File: config.mk
export PLATFORM = sky130hd
export DESIGN_NAME = mem_req_arbiter
export DESIGN_NICKNAME = d
export VERILOG_FILES = /design/src/rtl/mem_arb_pkg.sv /design/src/rtl/arb_pick2.sv /design/src/rtl/mem_req_arbiter.sv
export SDC_FILE = /design/constraint.sdc
export NUM_CORES = 1
export LEC_CHECK = 0
export ABC_AREA = 1
export BUFFER_PORTS_ARGS = -buffer_cell sky130_fd_sc_hd__buf_2
export CELL_PAD_IN_SITES_DETAIL_PLACEMENT = 1
export CELL_PAD_IN_SITES_GLOBAL_PLACEMENT = 1
export CORE_MARGIN = 4
export CORE_UTILIZATION = 25
export CTS_CLUSTER_SIZE = 28
export DETAILED_ROUTE_END_ITERATION = 8
export GPL_TIMING_DRIVEN = 0
export PLACE_DENSITY = 0.86
export SLEW_MARGIN = 25
export SYNTH_ARGS = -nofsm -noshare
export SYNTH_HDL_FRONTEND = slang
export SYNTH_SLANG_ARGS = --single-unit
File: constraint.sdc
create_clock -name clk -period 1.6 [get_ports clk]
set_clock_uncertainty 0.05 [all_clocks]
set_input_delay 0.08 -clock clk [delete_from_list [all_inputs] [get_ports clk]]
set_output_delay 0.08 -clock clk [all_outputs]
set_load 0.03 [all_outputs]
File: src/rtl/mem_arb_pkg.sv
// Shared definitions for the memory request arbiter: FSM states, owner ids, access sizes.
package mem_arb_pkg;

    typedef enum logic [1:0] {
        ST_IDLE = 2'd0,
        ST_REQ  = 2'd1,
        ST_RESP = 2'd2
    } arb_state_t;

    // Owner ids double as bit positions in the picker's request/grant vectors.
    localparam logic OWN_I = 1'b0;
    localparam logic OWN_D = 1'b1;

    localparam logic [1:0] SZ_BYTE = 2'd0;
    localparam logic [1:0] SZ_HALF = 2'd1;
    localparam logic [1:0] SZ_WORD = 2'd2;

endpackage

File: src/rtl/arb_pick2.sv
// Two-requester picker: a lone request is always granted; on a tie, ptr names the winner.
module arb_pick2 (
    input  logic [1:0] req,
    input  logic       ptr,
    output logic [1:0] grant
);

    // One-hot grant; ptr only matters when both requesters are asserting.
    always_comb begin
        grant = req;
        if (req == 2'b11) begin
            grant = ptr ? 2'b10 : 2'b01;
        end
    end

endmodule

File: src/rtl/mem_req_arbiter.sv
// Shares one SRAM-like master port between instruction fetch (I) and data (D) requesters.
// One transaction is outstanding at a time. Define ARB_ROUND_ROBIN_EN to resolve ties with a
// round-robin pointer; otherwise D always wins a tie.
module mem_req_arbiter
    import mem_arb_pkg::*;
#(
    parameter int unsigned ADDR_W = 32,
    parameter int unsigned DATA_W = 32
) (
    input  logic                clk,
    input  logic                reset,
    input  logic                i_req,
    input  logic [ADDR_W-1:0]   i_addr,
    output logic                i_addr_ok,
    output logic                i_data_ok,
    output logic [DATA_W-1:0]   i_rdata,
    input  logic                d_req,
    input  logic                d_wr,
    input  logic [1:0]          d_size,
    input  logic [DATA_W/8-1:0] d_wstrb,
    input  logic [ADDR_W-1:0]   d_addr,
    input  logic [DATA_W-1:0]   d_wdata,
    output logic                d_addr_ok,
    output logic                d_data_ok,
    output logic [DATA_W-1:0]   d_rdata,
    output logic                m_req,
    output logic                m_wr,
    output logic [1:0]          m_size,
    output logic [DATA_W/8-1:0] m_wstrb,
    output logic [ADDR_W-1:0]   m_addr,
    output logic [DATA_W-1:0]   m_wdata,
    input  logic                m_addr_ok,
    input  logic                m_data_ok,
    input  logic [DATA_W-1:0]   m_rdata
);

    arb_state_t          state_q;
    logic                owner_q;
    logic                wr_q;
    logic [1:0]          size_q;
    logic [DATA_W/8-1:0] wstrb_q;
    logic [ADDR_W-1:0]   addr_q;
    logic [DATA_W-1:0]   wdata_q;

    logic [1:0] req_vec;
    logic [1:0] grant;
    logic       pick_ptr;
    logic       resp_fire;

    // Requests are only considered while idle and out of reset, so grant doubles as addr_ok.
    assign req_vec = {d_req, i_req} & {2{(state_q == ST_IDLE) && !reset}};

`ifdef ARB_ROUND_ROBIN_EN
    logic rr_ptr_q;

    // Point away from whichever port was just granted.
    always_ff @(posedge clk) begin
        if (reset) begin
            rr_ptr_q <= OWN_D;
        end else if (|grant) begin
            rr_ptr_q <= grant[OWN_D] ? OWN_I : OWN_D;
        end
    end

    assign pick_ptr = rr_ptr_q;
`else
    assign pick_ptr = OWN_D;
`endif

    arb_pick2 u_pick (
        .req   (req_vec),
        .ptr   (pick_ptr),
        .grant (grant)
    );

    // FSM plus request latch; the master port is driven only from these registers.
    always_ff @(posedge clk) begin
        if (reset) begin
            state_q <= ST_IDLE;
            owner_q <= OWN_D;
            wr_q    <= 1'b0;
            size_q  <= '0;
            wstrb_q <= '0;
            addr_q  <= '0;
            wdata_q <= '0;
        end else begin
            unique case (state_q)
                ST_IDLE: begin
                    if (grant[OWN_D]) begin
                        state_q <= ST_REQ;
                        owner_q <= OWN_D;
                        wr_q    <= d_wr;
                        size_q  <= d_size;
                        wstrb_q <= d_wstrb;
                        addr_q  <= d_addr;
                        wdata_q <= d_wdata;
                    end else if (grant[OWN_I]) begin
                        state_q <= ST_REQ;
                        owner_q <= OWN_I;
                        wr_q    <= 1'b0;
                        size_q  <= SZ_WORD;
                        wstrb_q <= '0;
                        addr_q  <= i_addr;
                        wdata_q <= '0;
                    end
                end
                ST_REQ: begin
                    if (m_addr_ok) begin
                        state_q <= ST_RESP;
                    end
                end
                ST_RESP: begin
                    if (m_data_ok) begin
                        state_q <= ST_IDLE;
                    end
                end
                default: state_q <= ST_IDLE;
            endcase
        end
    end

    assign i_addr_ok = grant[OWN_I];
    assign d_addr_ok = grant[OWN_D];

    assign m_req   = (state_q == ST_REQ) && !reset;
    assign m_wr    = wr_q;
    assign m_size  = size_q;
    assign m_wstrb = wstrb_q;
    assign m_addr  = addr_q;
    assign m_wdata = wdata_q;

    // Response is steered to the owner; m_data_ok outside RESP is ignored.
    assign resp_fire = (state_q == ST_RESP) && m_data_ok && !reset;
    assign i_data_ok = resp_fire && (owner_q == OWN_I);
    assign d_data_ok = resp_fire && (owner_q == OWN_D);
    assign i_rdata   = i_data_ok ? m_rdata : '0;
    assign d_rdata   = d_data_ok ? m_rdata : '0;

endmodule

==> results.py <==
metrics = {
    "cells_and_area": {
        "design_area_um2": 7869,
        "nNetsFinal": 1112,
        "fin_cells": 1166,
        "final_util_pct": 53.94,
        "synthToLayoutAreaGrowth_pct": 110.7,
        "drive_gt1_share_pct": 49.80,
        "nFillCells": 1770,
    },
    "worst_setup_path": {
        "start_kind": "register",
        "arrival_ns": 1.62,
        "cpPeakStageDelay_ns": 0.36,
        "crit_slowest_cell": "dfxtp_4",
        "path_max_fanout": 10,
        "crit_type": "reg -> out",
        "worstPathRequired_ns": 1.47,
        "critPathBufInv": 3,
        "worst_setup_path_end_kind": "output port",
        "cp_cell_sequence": "nor2_4, nand3_2, nor2_4, inv_4, buf_12, nor2_2, buf_6",
        "cpMostUsedCell": "nor2_4",
        "path_delay_family": "simple AND/OR/NAND/NOR gates",
    },
    "detailed_routing": {
        "drtAntennaViolNets": 0,
        "via_per_inst": 4.720,
        "highest_layer": "met4",
        "firstDrtPassIters": 4,
        "drc": 0,
        "routed_wl_mm": 22.27,
        "vias": 5503,
        "wl_met2_mm": 11.60,
        "wl_met3_mm": 1.614,
        "routedWlPerCell_um": 19.10,
        "drtIter0Drc": 204,
        "wl_met1_mm": 7.697,
    },
    "power": {
        "p_clk_share_pct": 36.3,
        "swShare_pct": 33.53,
        "cellLeakagePower_nw": 4.003,
        "ir_drop_mv": 0.4331,
        "p_total_w": 0.006370,
        "seqPwrFrac_pct": 32.7,
        "power_density_nw_per_um2": 809.5,
        "p_sw_w": 0.002136,
        "p_int_w": 0.004234,
        "pwr-share-comb_pct": 30.9,
    },
    "place": {
        "dp_hpwl_mm": 12.51,
        "place_inst": 1070,
        "dp_slack_ns": -0.2150,
        "place_congestion": 0.7712,
        "placed_area_um2": 5441,
        "port_buffers": 279,
    },
    "global_route": {
        "track_usage_pct": 21.75,
        "grt_pass1_vias": 5647,
        "grt_overflow": 0,
        "grt_pass1_wl_mm": 28.97,
        "grt_max_degree": 15,
        "antenna_found_initial": 2,
    },
    "timing": {
        "rsz0062_at_grt": "true",
        "tightest_slew_ns": 0.6250,
        "max_clock_freq_ghz": 0.5723,
        "setup_viol": 75,
        "slew_headroom_pct": 58.34,
        "fin_crit_ns": 1.747,
        "finalMaxSlewViolations": 0,
        "setup_ws_ns": -0.1474,
        "hold_violations": 0,
        "period_share_pct": 109.2,
    },
    "synth": {
        "yosys_most_used_dff": "dfxtp_1",
        "syn_area_per_cell_um2": 6.153,
        "synth_edf_count": 0,
        "yosysTopAreaCell": "dfxtp_1",
        "synthesis.area_um2": 3735,
        "synth_area_leaders": "dfxtp_1, nand2_1, nor2_1",
        "synth_commonest_cells": "nand2_1, nor2_1, dfxtp_1",
        "syn_nets": 748,
        "synth_most_common_cell": "nand2_1",
        "yosys_warnings": 0,
        "synth-seq-cells": 74,
        "ys_seq_area_share_pct": 39.66,
        "synthArstFlopShare_pct": 0,
        "ys_types": 20,
        "syn_inst": 607,
        "yosysTopAreaCellShare_pct": 39.66,
    },
    "clocking": {
        "cts_num_sinks": 74,
        "cts.reportedPaths.clkPinSlew_ns": 0.06,
        "numCtsBuffers": 9,
        "cts_tree": "yes",
        "worst_skew_pair.late_latency_ns": 0.33,
        "htree_levels": 3,
        "max-clock-path-buffers": 2,
        "cts-root-buf": "clkbuf_16",
    },
    "job": {
        "cap_violations": 0,
    },
    "floorplan": {
        "start_util_pct": 25.60,
        "ios": 281,
        "chipHeight_um": 130.2,
        "die_w_um": 130.2,
        "rows": 44,
        "die_area_um2": 16960,
        "core-area_um2": 14590,
    },
    "min_path": {
        "holdCritPathClass": "in -> reg",
    },
    "run_status": {
        "status": "finished with violations",
        "violations": "setup timing",
    },
}
-- metrics by stage --
stage	TNS (ns)	hold slack, ns
final	-4.956	0.006766
after global routing	-10.97	0.02232
after CTS	-5.070	0.001932
after detailed placement	-4.762	0.2396
after global placement	-3.742	0.2380
after floorplan	0	0.1303
-- registers in the layout, indices dropped and copies added, names as in the netlist --
register	cells
owner_q	1
m_addr	32
m_wr	1
state_q	2
m_wdata	32
m_size	2
m_wstrb	4
-- cells by family (layout without fill, tap and decap cells) --
logic type	Yosys count	after routing	synth area share (%)
buffers and inverters	111	480	11.99
AO/OA/AOI/OAI	41	41	5.863
AND/OR/NAND/NOR	381	381	42.48
flip-flops	74	74	39.66
other	0	6	0
-- per-layer routing --
| metal | vias up | global-route usage, % |
|---|---|---|
| met2 | 283 | 40.74 |
| met1 | 2576 | 21.39 |
| li1 | 2545 | - |
| met5 | - | 0 |
| met4 | 0 | 12.53 |
| met3 | 99 | 5.772 |
-- path summary, 6_finish.rpt --
path	startpoint	to	slack, ns	depth (start not counted)
max	state_q[0]	i_rdata[29]	-0.15	7
max reg2reg	state_q[1]	m_addr[0]	-0.04	10
min	i_addr[25]	m_addr[25]	0.007	5
min reg2reg	m_wdata[24]	m_wdata[24]	0.41	2
-- cell usage in the layout (no fill, tap or decap), types with 35 or more instances in the layout --
master         count
buf_2            219
nand2_1          160
buf_6             74
dfxtp_1           72
inv_1             67
nor2_1            66
nor2_4            59
dlygate4sd3_1     46
nor2_2            41
a21oi_1           35
-- power by group through the flow --
| stage | Combinational (W) | Clock [W] | Sequential [W] |
|---|---|---|---|
| floorplan | 0.000598 | 0 | 0.00240 |
| global placement | 0.00139 | 0 | 0.00210 |
| detailed placement | 0.00141 | 0 | 0.00211 |
| CTS | 0.00158 | 0.00233 | 0.00208 |
| global route | 0.00211 | 0.00242 | 0.00210 |
| finish | 0.00197 | 0.00231 | 0.00209 |
-- worst min-delay path: stages --
cell and delay, ns:
buf_2 0.09, nand2_2 0.04, nand2_1 0.05, nor2_1 0.03, nor2_1 0.06
-- cell type report --
type / count / area, µm² / area share, %
timing repair buffer: 355 / 2679 / 34.04
multi-input combinational: 422 / 2441 / 31.02
sequential: 74 / 1486 / 18.89
inverter: 72 / 280.3 / 3.562
clock buffer: 10 / 239.0 / 3.037
antenna: 6 / 15.01 / 0.1908
buffer: 37 / 400.4 / 5.088
tap: 184 / 230.2 / 2.926
clock inverter: 6 / 97.59 / 1.240
-- timing repair --
item	4_1_cts	5_1_grt
setup buffers	10	12
endpoints found under the hold margin	47	0
gates cloned	0	8
endpoints found under the setup margin	88	99
resized for setup	177	220
pin swaps	2	22
hold buffers	46	0
(Power assumes the default switching activity.)
